File: config.mk
export PLATFORM = sky130hd
export DESIGN_NAME = multicycle_control_flat
export DESIGN_NICKNAME = d
export VERILOG_FILES = /design/src/rtl/multicycle_control_if.sv /design/src/rtl/multicycle_control.sv /design/src/flat_wrapper.sv
export SDC_FILE = /design/constraint.sdc
export NUM_CORES = 1
export LEC_CHECK = 0
export BUFFER_PORTS_ARGS = -buffer_cell sky130_fd_sc_hd__buf_2
export CAP_MARGIN = 20
export CORE_MARGIN = 4
export CORE_UTILIZATION = 54
export CTS_BUF_LIST = sky130_fd_sc_hd__clkbuf_2 sky130_fd_sc_hd__clkbuf_4 sky130_fd_sc_hd__clkbuf_8
export CTS_CLUSTER_SIZE = 8
export DETAILED_ROUTE_END_ITERATION = 10
export PLACE_DENSITY_LB_ADDON = 0.3
export SLEW_MARGIN = 25
export SYNTH_ARGS = -nofsm -noshare
export SYNTH_HDL_FRONTEND = slang
export SYNTH_SLANG_ARGS = --single-unit
File: constraint.sdc
create_clock -name clk -period 3.5 [get_ports clk]
set_input_delay 0.7 -clock clk [delete_from_list [all_inputs] [get_ports clk]]
set_output_delay 0.7 -clock clk [all_outputs]
set_load 0.03 [all_outputs]
File: src/rtl/multicycle_control_if.sv
// Control/data bundle between the multicycle controller and the regfile/ALU/BRAM datapath.
// The controller uses the master view and the datapath uses the slave view.
interface multicycle_control_if #(
  parameter int WIDTH    = 16,
  parameter int REGBITS  = 4,
  parameter int ADDRBITS = 10
);

  logic [WIDTH-1:0]    mem_rdata;
  logic [WIDTH-1:0]    rd1;
  logic [WIDTH-1:0]    rd2;
  logic [ADDRBITS-1:0] mem_addr;
  logic                mem_we;
  logic [REGBITS-1:0]  ra1;
  logic [REGBITS-1:0]  ra2;
  logic [REGBITS-1:0]  wa;
  logic                regwrite;
  logic [3:0]          opcode;
  logic [3:0]          opext;
  logic [7:0]          imm;
  logic                imm_sel;
  logic                wd_sel;
  logic [ADDRBITS-1:0] pc;
  logic [2:0]          state;

  modport master (
    input  mem_rdata, rd1, rd2,
    output mem_addr, mem_we, ra1, ra2, wa, regwrite,
    output opcode, opext, imm, imm_sel, wd_sel, pc, state
  );

  modport slave (
    output mem_rdata, rd1, rd2,
    input  mem_addr, mem_we, ra1, ra2, wa, regwrite,
    input  opcode, opext, imm, imm_sel, wd_sel, pc, state
  );

endinterface

File: src/rtl/multicycle_control.sv
// Multicycle fetch/decode/sequence controller: owns PC and IR and drives every datapath control.
// Strobes and addresses are registered one state ahead so they are glitch-free for the whole state.
module multicycle_control #(
  parameter int WIDTH    = 16,
  parameter int REGBITS  = 4,
  parameter int ADDRBITS = 10
) (
  input logic                  clk,
  input logic                  reset,
  multicycle_control_if.master bus
);

  typedef enum logic [2:0] {
    S_FETCH  = 3'd0,
    S_DECODE = 3'd1,
    S_EXEC   = 3'd2,
    S_MEM    = 3'd3,
    S_WB     = 3'd4
  } state_t;

  typedef enum logic [2:0] {
    C_RTYPE,
    C_ITYPE,
    C_LOAD,
    C_STOR,
    C_JUMP,
    C_BRANCH,
    C_NOP
  } iclass_t;

  localparam logic [3:0] OP_RTYPE  = 4'b0000;
  localparam logic [3:0] OP_MEM    = 4'b0100;
  localparam logic [3:0] OP_BRANCH = 4'b1100;
  localparam logic [3:0] OP_NOP    = 4'b1111;
  localparam logic [3:0] EXT_LOAD  = 4'b0000;
  localparam logic [3:0] EXT_STOR  = 4'b0100;
  localparam logic [3:0] EXT_JUMP  = 4'b1100;

  function automatic iclass_t classify(input logic [WIDTH-1:0] word);
    iclass_t c;
    case (word[15:12])
      OP_RTYPE:  c = C_RTYPE;
      OP_MEM: begin
        case (word[7:4])
          EXT_LOAD: c = C_LOAD;
          EXT_STOR: c = C_STOR;
          EXT_JUMP: c = C_JUMP;
          default:  c = C_NOP;
        endcase
      end
      OP_BRANCH: c = C_BRANCH;
      OP_NOP:    c = C_NOP;
      default:   c = C_ITYPE;
    endcase
    return c;
  endfunction

  // Raw bits rather than state_t so illegal encodings 5-7 stay visible to recovery and debug.
  logic [2:0]          state_q, state_d;
  logic [WIDTH-1:0]    ir_q, ir_d;
  logic [ADDRBITS-1:0] pc_q, pc_d;
  logic [ADDRBITS-1:0] mem_addr_q, mem_addr_d;
  logic                regwrite_q, regwrite_d;
  logic                mem_we_q, mem_we_d;
  logic                imm_sel_q, imm_sel_d;
  logic                wd_sel_q, wd_sel_d;

  iclass_t             cls_ir;
  iclass_t             cls_fetched;
  logic [ADDRBITS-1:0] pc_inc;
  logic [ADDRBITS-1:0] branch_target;
  logic [ADDRBITS-1:0] reg_addr;

  assign cls_ir        = classify(ir_q);
  assign cls_fetched   = classify(bus.mem_rdata);
  assign pc_inc        = pc_q + ADDRBITS'(1);
  // pc already holds the incremented value when EXEC computes the branch target.
  assign branch_target = pc_q + {{(ADDRBITS-8){ir_q[7]}}, ir_q[7:0]};
  assign reg_addr      = bus.rd2[ADDRBITS-1:0];

  // Each next_* value is what the matching output must show in the state being entered.
  always_comb begin
    // NOTE: every always_comb target gets a default first so no path can infer a latch.
    state_d    = S_FETCH;
    ir_d       = ir_q;
    pc_d       = pc_q;
    mem_addr_d = pc_q;
    regwrite_d = 1'b0;
    mem_we_d   = 1'b0;
    imm_sel_d  = 1'b0;
    wd_sel_d   = 1'b0;

    case (state_q)
      S_FETCH: begin
        state_d = S_DECODE;
      end

      S_DECODE: begin
        ir_d    = bus.mem_rdata;
        pc_d    = pc_inc;
        state_d = S_EXEC;
        case (cls_fetched)
          C_RTYPE: regwrite_d = 1'b1;
          C_ITYPE: begin
            regwrite_d = 1'b1;
            imm_sel_d  = 1'b1;
          end
          default: regwrite_d = 1'b0;
        endcase
      end

      S_EXEC: begin
        case (cls_ir)
          C_LOAD: begin
            state_d    = S_MEM;
            mem_addr_d = reg_addr;
          end
          C_STOR: begin
            state_d    = S_MEM;
            mem_addr_d = reg_addr;
            mem_we_d   = 1'b1;
          end
          C_JUMP: begin
            pc_d       = reg_addr;
            mem_addr_d = reg_addr;
          end
          C_BRANCH: begin
            pc_d       = branch_target;
            mem_addr_d = branch_target;
          end
          default: state_d = S_FETCH;
        endcase
      end

      S_MEM: begin
        if (cls_ir == C_LOAD) begin
          state_d    = S_WB;
          mem_addr_d = mem_addr_q;
          regwrite_d = 1'b1;
          wd_sel_d   = 1'b1;
        end
      end

      S_WB:    state_d = S_FETCH;
      default: state_d = S_FETCH;
    endcase
  end

  always_ff @(posedge clk) begin
    // NOTE: sequential state uses non-blocking assignments so every register samples pre-edge values.
    if (reset) begin
      state_q    <= S_FETCH;
      ir_q       <= '0;
      pc_q       <= '0;
      mem_addr_q <= '0;
      regwrite_q <= 1'b0;
      mem_we_q   <= 1'b0;
      imm_sel_q  <= 1'b0;
      wd_sel_q   <= 1'b0;
    end else begin
      state_q    <= state_d;
      ir_q       <= ir_d;
      pc_q       <= pc_d;
      mem_addr_q <= mem_addr_d;
      regwrite_q <= regwrite_d;
      mem_we_q   <= mem_we_d;
      imm_sel_q  <= imm_sel_d;
      wd_sel_q   <= wd_sel_d;
    end
  end

  // NOTE: the write strobes are gated by reset so a strobe already registered for this cycle never writes.
  assign bus.mem_we   = mem_we_q & ~reset;
  assign bus.regwrite = regwrite_q & ~reset;

  assign bus.mem_addr = mem_addr_q;
  assign bus.imm_sel  = imm_sel_q;
  assign bus.wd_sel   = wd_sel_q;
  assign bus.pc       = pc_q;
  assign bus.state    = state_q;

  assign bus.opcode   = ir_q[15:12];
  assign bus.opext    = ir_q[7:4];
  assign bus.imm      = ir_q[7:0];
  assign bus.ra1      = ir_q[8 +: REGBITS];
  assign bus.ra2      = ir_q[0 +: REGBITS];
  assign bus.wa       = ir_q[8 +: REGBITS];

  // rd1 is store data wired straight to the BRAM; only the low address bits of rd2 matter here.
  logic unused_bits;
  assign unused_bits = ^{bus.rd1, bus.rd2[WIDTH-1:ADDRBITS]};

endmodule

File: src/flat_wrapper.sv
// flat-port wrapper written by rule: the top's interface ports become plain ports
module multicycle_control_flat 
#(
  parameter int WIDTH    = 16,
  parameter int REGBITS  = 4,
  parameter int ADDRBITS = 10
)
  (clk, reset, bus_mem_rdata, bus_rd1, bus_rd2, bus_mem_addr, bus_mem_we, bus_ra1, bus_ra2, bus_wa, bus_regwrite, bus_opcode, bus_opext, bus_imm, bus_imm_sel, bus_wd_sel, bus_pc, bus_state);
  multicycle_control_if #(.WIDTH(WIDTH), .REGBITS(REGBITS), .ADDRBITS(ADDRBITS)) bus_i ();
  input logic clk;
  input logic reset;
  input wire logic [$bits(bus_i.mem_rdata)-1:0] bus_mem_rdata;
  input wire logic [$bits(bus_i.rd1)-1:0] bus_rd1;
  input wire logic [$bits(bus_i.rd2)-1:0] bus_rd2;
  output wire logic [$bits(bus_i.mem_addr)-1:0] bus_mem_addr;
  output wire logic [$bits(bus_i.mem_we)-1:0] bus_mem_we;
  output wire logic [$bits(bus_i.ra1)-1:0] bus_ra1;
  output wire logic [$bits(bus_i.ra2)-1:0] bus_ra2;
  output wire logic [$bits(bus_i.wa)-1:0] bus_wa;
  output wire logic [$bits(bus_i.regwrite)-1:0] bus_regwrite;
  output wire logic [$bits(bus_i.opcode)-1:0] bus_opcode;
  output wire logic [$bits(bus_i.opext)-1:0] bus_opext;
  output wire logic [$bits(bus_i.imm)-1:0] bus_imm;
  output wire logic [$bits(bus_i.imm_sel)-1:0] bus_imm_sel;
  output wire logic [$bits(bus_i.wd_sel)-1:0] bus_wd_sel;
  output wire logic [$bits(bus_i.pc)-1:0] bus_pc;
  output wire logic [$bits(bus_i.state)-1:0] bus_state;
  assign bus_i.mem_rdata = bus_mem_rdata;
  assign bus_i.rd1 = bus_rd1;
  assign bus_i.rd2 = bus_rd2;
  assign bus_mem_addr = bus_i.mem_addr;
  assign bus_mem_we = bus_i.mem_we;
  assign bus_ra1 = bus_i.ra1;
  assign bus_ra2 = bus_i.ra2;
  assign bus_wa = bus_i.wa;
  assign bus_regwrite = bus_i.regwrite;
  assign bus_opcode = bus_i.opcode;
  assign bus_opext = bus_i.opext;
  assign bus_imm = bus_i.imm;
  assign bus_imm_sel = bus_i.imm_sel;
  assign bus_wd_sel = bus_i.wd_sel;
  assign bus_pc = bus_i.pc;
  assign bus_state = bus_i.state;
  multicycle_control #(.WIDTH(WIDTH), .REGBITS(REGBITS), .ADDRBITS(ADDRBITS)) u_core (.clk(clk), .reset(reset), .bus(bus_i));
endmodule
==> flow_summary_export.csv <==
group,metric,value,unit
worst_setup_path,worstPathMaxFanout,8,
cells_and_area,area_delta_synth_final,16.8,%
global_route,grt_pass1_wl,11800,microns
synth,synth_edf_count,0,
synth,synth.top_cell.area_share,33.5,%
timing,tightest_slew,772,ps
clocking,clkLatencyLatePin,300,ps
clocking,hold_buffers,0,
synth,ys_warn_count,0,
cells_and_area,finalCoreUtilization,67.1,%
timing,hold_viol,0,
timing,fin_crit,2470,ps
timing,fin_crit_sh,70.6,%
placed_design,place_hpwl,5330,microns
placed_design,gp_congestion,0.945,
placed_design,placed_cell_area,2910,sq um
die,die_w,77.0,microns
synth,ys_seq_elements,43,
detailed_routing,wl,7330,microns
detailed_routing,avgRoutedWirePerCell,16.6,microns
timing,rsz0062_at_grt,"no",
clocking,post_cts_resized,0,
synth,synth_nets,388,
timing,setup_viol,0,
synth,synthAdderAreaFrac,5.65,%
run_status,status,"complete, no violations",
detailed_routing,dr_total_vias,2665,
detailed_routing,route.detailed.drc,0,
global_route,grt_max_degree,44,
placed_design,dp.cells,435,
synth,synthCells,327,
worst_setup_path,path_class,"reg2reg",
cells_and_area,diodes,0,
global_route,grt_pass1_vias,2432,
clocking,cts_setup_buffers,0,
timing,hold_ws,469,ps
detailed_routing,drt_iter0_drc,302,
synth,synthMuxAreaShare,0.438,%
die,initial_core_util,57.4,%
synth,synth_ff_type,"dfxtp_1",
timing,fmax,0.405,GHz
synth,ys_seq_area_share,33.5,%
clocking,clockBufferDepth,2,
synth,yosysTopAreaCell,"dfxtp_1",
timing,drv_slew,0,
pwr,ir_drop,295,uV
clocking,cts-buffers-inserted,5,
synth,synth_area,2570,sq um
cells_and_area,final_cells,443,
detailed_routing,via_per_inst,6.02,
die,die_h,77.0,microns
synth,avgSynthCellArea,7.86,sq um
worst_setup_path,crit_arrival,2660,ps
detailed_routing,postRouteAntennaNets,0,
synth,synth_simple_gate_area_share,26.5,%
detailed_routing,first_pass_iters,5,
synth,yosysUniqueCellTypes,58,
cells_and_area,final_nets,451,
cells_and_area,layout_commonest_cell,"buf_2",
cells_and_area,design_area,3000,sq um
cells_and_area,drive_above_1_share,26.1,%
die,io_pins,105,
die,die_area,5930,sq um
min_path,hp-class,"reg2reg",
clocking,htree_levels,2,
die,num_rows,24,
worst_setup_path,worstPathRequired,3690,ps
job,maxCapViolCount,0,
global_route,grtUsageTotal,24.2,%
die,core-area,4470,sq um
pwr,leakagePower,1.37,nW
synth,synth_top_family_by_area,"simple AND/OR/NAND/NOR gates",
global_route,overflow,0,
cells_and_area,final_cell_mix,"82 x buf_2, 45 x nand2_1, 43 x dfxtp_1",
timing,fin_tns_setup,0,ps
clocking,cts_tree,"done",
clocking,clk_pin_slew_worst_paths,90,ps
clocking,cts.sinks,43,
worst_setup_path,startpoint_type,"register",
synth,synth-compound-area-share,24.9,%
timing,slew_headroom,48.6,%
placed_design,io_buffer_count,82,
synth,synth_area_leaders,"dfxtp_1 33%, a21oi_1 7.6%, nand2_1 6.6%, ha_1 4.9%, o21ai_0 3.7%",
worst_setup_path,crit_path_end_kind,"register",
clocking,cts-root-buf,"clkbuf_8",
synth,post_synth_xor_area_fraction,1.70,%
pwr,power_density,375,nW/um^2
synth,async_flop_share,0,%
global_route,antenna_found_initial,0,
timing,finalClockSkew,8.97,ps
registers in the layout, summed over array words and instances (netlist names):
register / flops
u_core.ir_q: 16
u_core.bus.mem_addr: 10
u_core.bus.pc: 10
u_core.bus.state: 3
u_core.bus.imm_sel: 1
u_core.bus.wd_sel: 1
u_core.mem_we_q: 1
u_core.regwrite_q: 1
synth_stat cells (2+ instances only):
| library cell | number |
|---|---|
| and2_1 | 6 |
| or3_1 | 4 |
| a211oi_1 | 5 |
| nor2b_1 | 4 |
| buf_2 | 2 |
| nor3b_1 | 3 |
| o21ai_0 | 19 |
| clkbuf_1 | 14 |
| o221ai_1 | 2 |
| nor2_1 | 24 |
| nor3_1 | 9 |
| xor2_1 | 2 |
| xnor2_1 | 3 |
| nor4bb_1 | 2 |
| o41ai_1 | 2 |
| a21o_1 | 3 |
| a21oi_1 | 39 |
| a31oi_1 | 2 |
| inv_1 | 9 |
| a221oi_1 | 6 |
| dfxtp_1 | 43 |
| nand4_1 | 3 |
| o21a_1 | 2 |
| nor3_2 | 2 |
| nand3b_1 | 3 |
| ha_1 | 10 |
| buf_4 | 12 |
| o211ai_1 | 2 |
| a221o_1 | 4 |
| a2111oi_0 | 2 |
| nand2_1 | 45 |
| nand3_1 | 13 |
final timing paths:
| path | start | slack, ps | cells past startpoint | to |
|---|---|---|---|---|
| setup / recovery | u_core.bus.pc[0] | 1030 | 9 | u_core.bus.pc[8] |
| hold / removal | u_core.ir_q[8] | 470 | 2 | u_core.ir_q[8] |
| setup reg to reg | u_core.bus.pc[0] | 1030 | 9 | u_core.bus.pc[8] |
| hold reg to reg | u_core.ir_q[8] | 470 | 2 | u_core.ir_q[8] |
power by group:
part	internal, W	switching (W)
sequential	0.000513	0.0000322
clock	0.000147	0.000175
combinational	0.0000862	0.000173
per-layer routing:
layer / share of wire (%) / track usage, %
met1: 43 / 33.0
met2: 46 / 37.9
met3: 8.9 / 5.15
met4: 2.3 / 8.19
met5: 0 / 0
critical path, cell delays in order (launching register included):
cell and delay, ps:
dfxtp_1 400, ha_1 250, inv_1 70, fa_1 210
nor2b_1 70, o31a_1 280, o311ai_1 340, a21oi_1 120
nand3b_1 230, a2111oi_1 370
stage by stage:
| stage | power (W) | setup WS, ps |
|---|---|---|
| floorplan | 0.000743 | 1180 |
| finish | 0.00113 | 1030 |
| global route | 0.00118 | 896 |
| detailed placement | 0.000815 | 1120 |
| global placement | 0.000809 | 1140 |
| CTS | 0.00113 | 1060 |
layout make-up:
| class | instances | area (sq um) |
|---|---|---|
| Clock buffer | 6 | 76.3 |
| Clock inverter | 2 | 12.5 |
| Fill cell | 398 | 1470 |
| Inverter | 9 | 33.8 |
| Multi-Input combinational cell | 247 | 1530 |
| Sequential cell | 43 | 861 |
| Tap cell | 52 | 65.1 |
| Timing Repair Buffer | 84 | 425 |
cell families after synthesis:
kind of cell,after synthesis
AO/OA/AOI/OAI,100
buffers and inverters,37
XOR/XNOR,5
adder cells (fa/ha/maj),11
flip-flops,43
multiplexers,1
AND/OR/NAND/NOR,130
No activity file was read; power rests on OpenSTA's default activity.
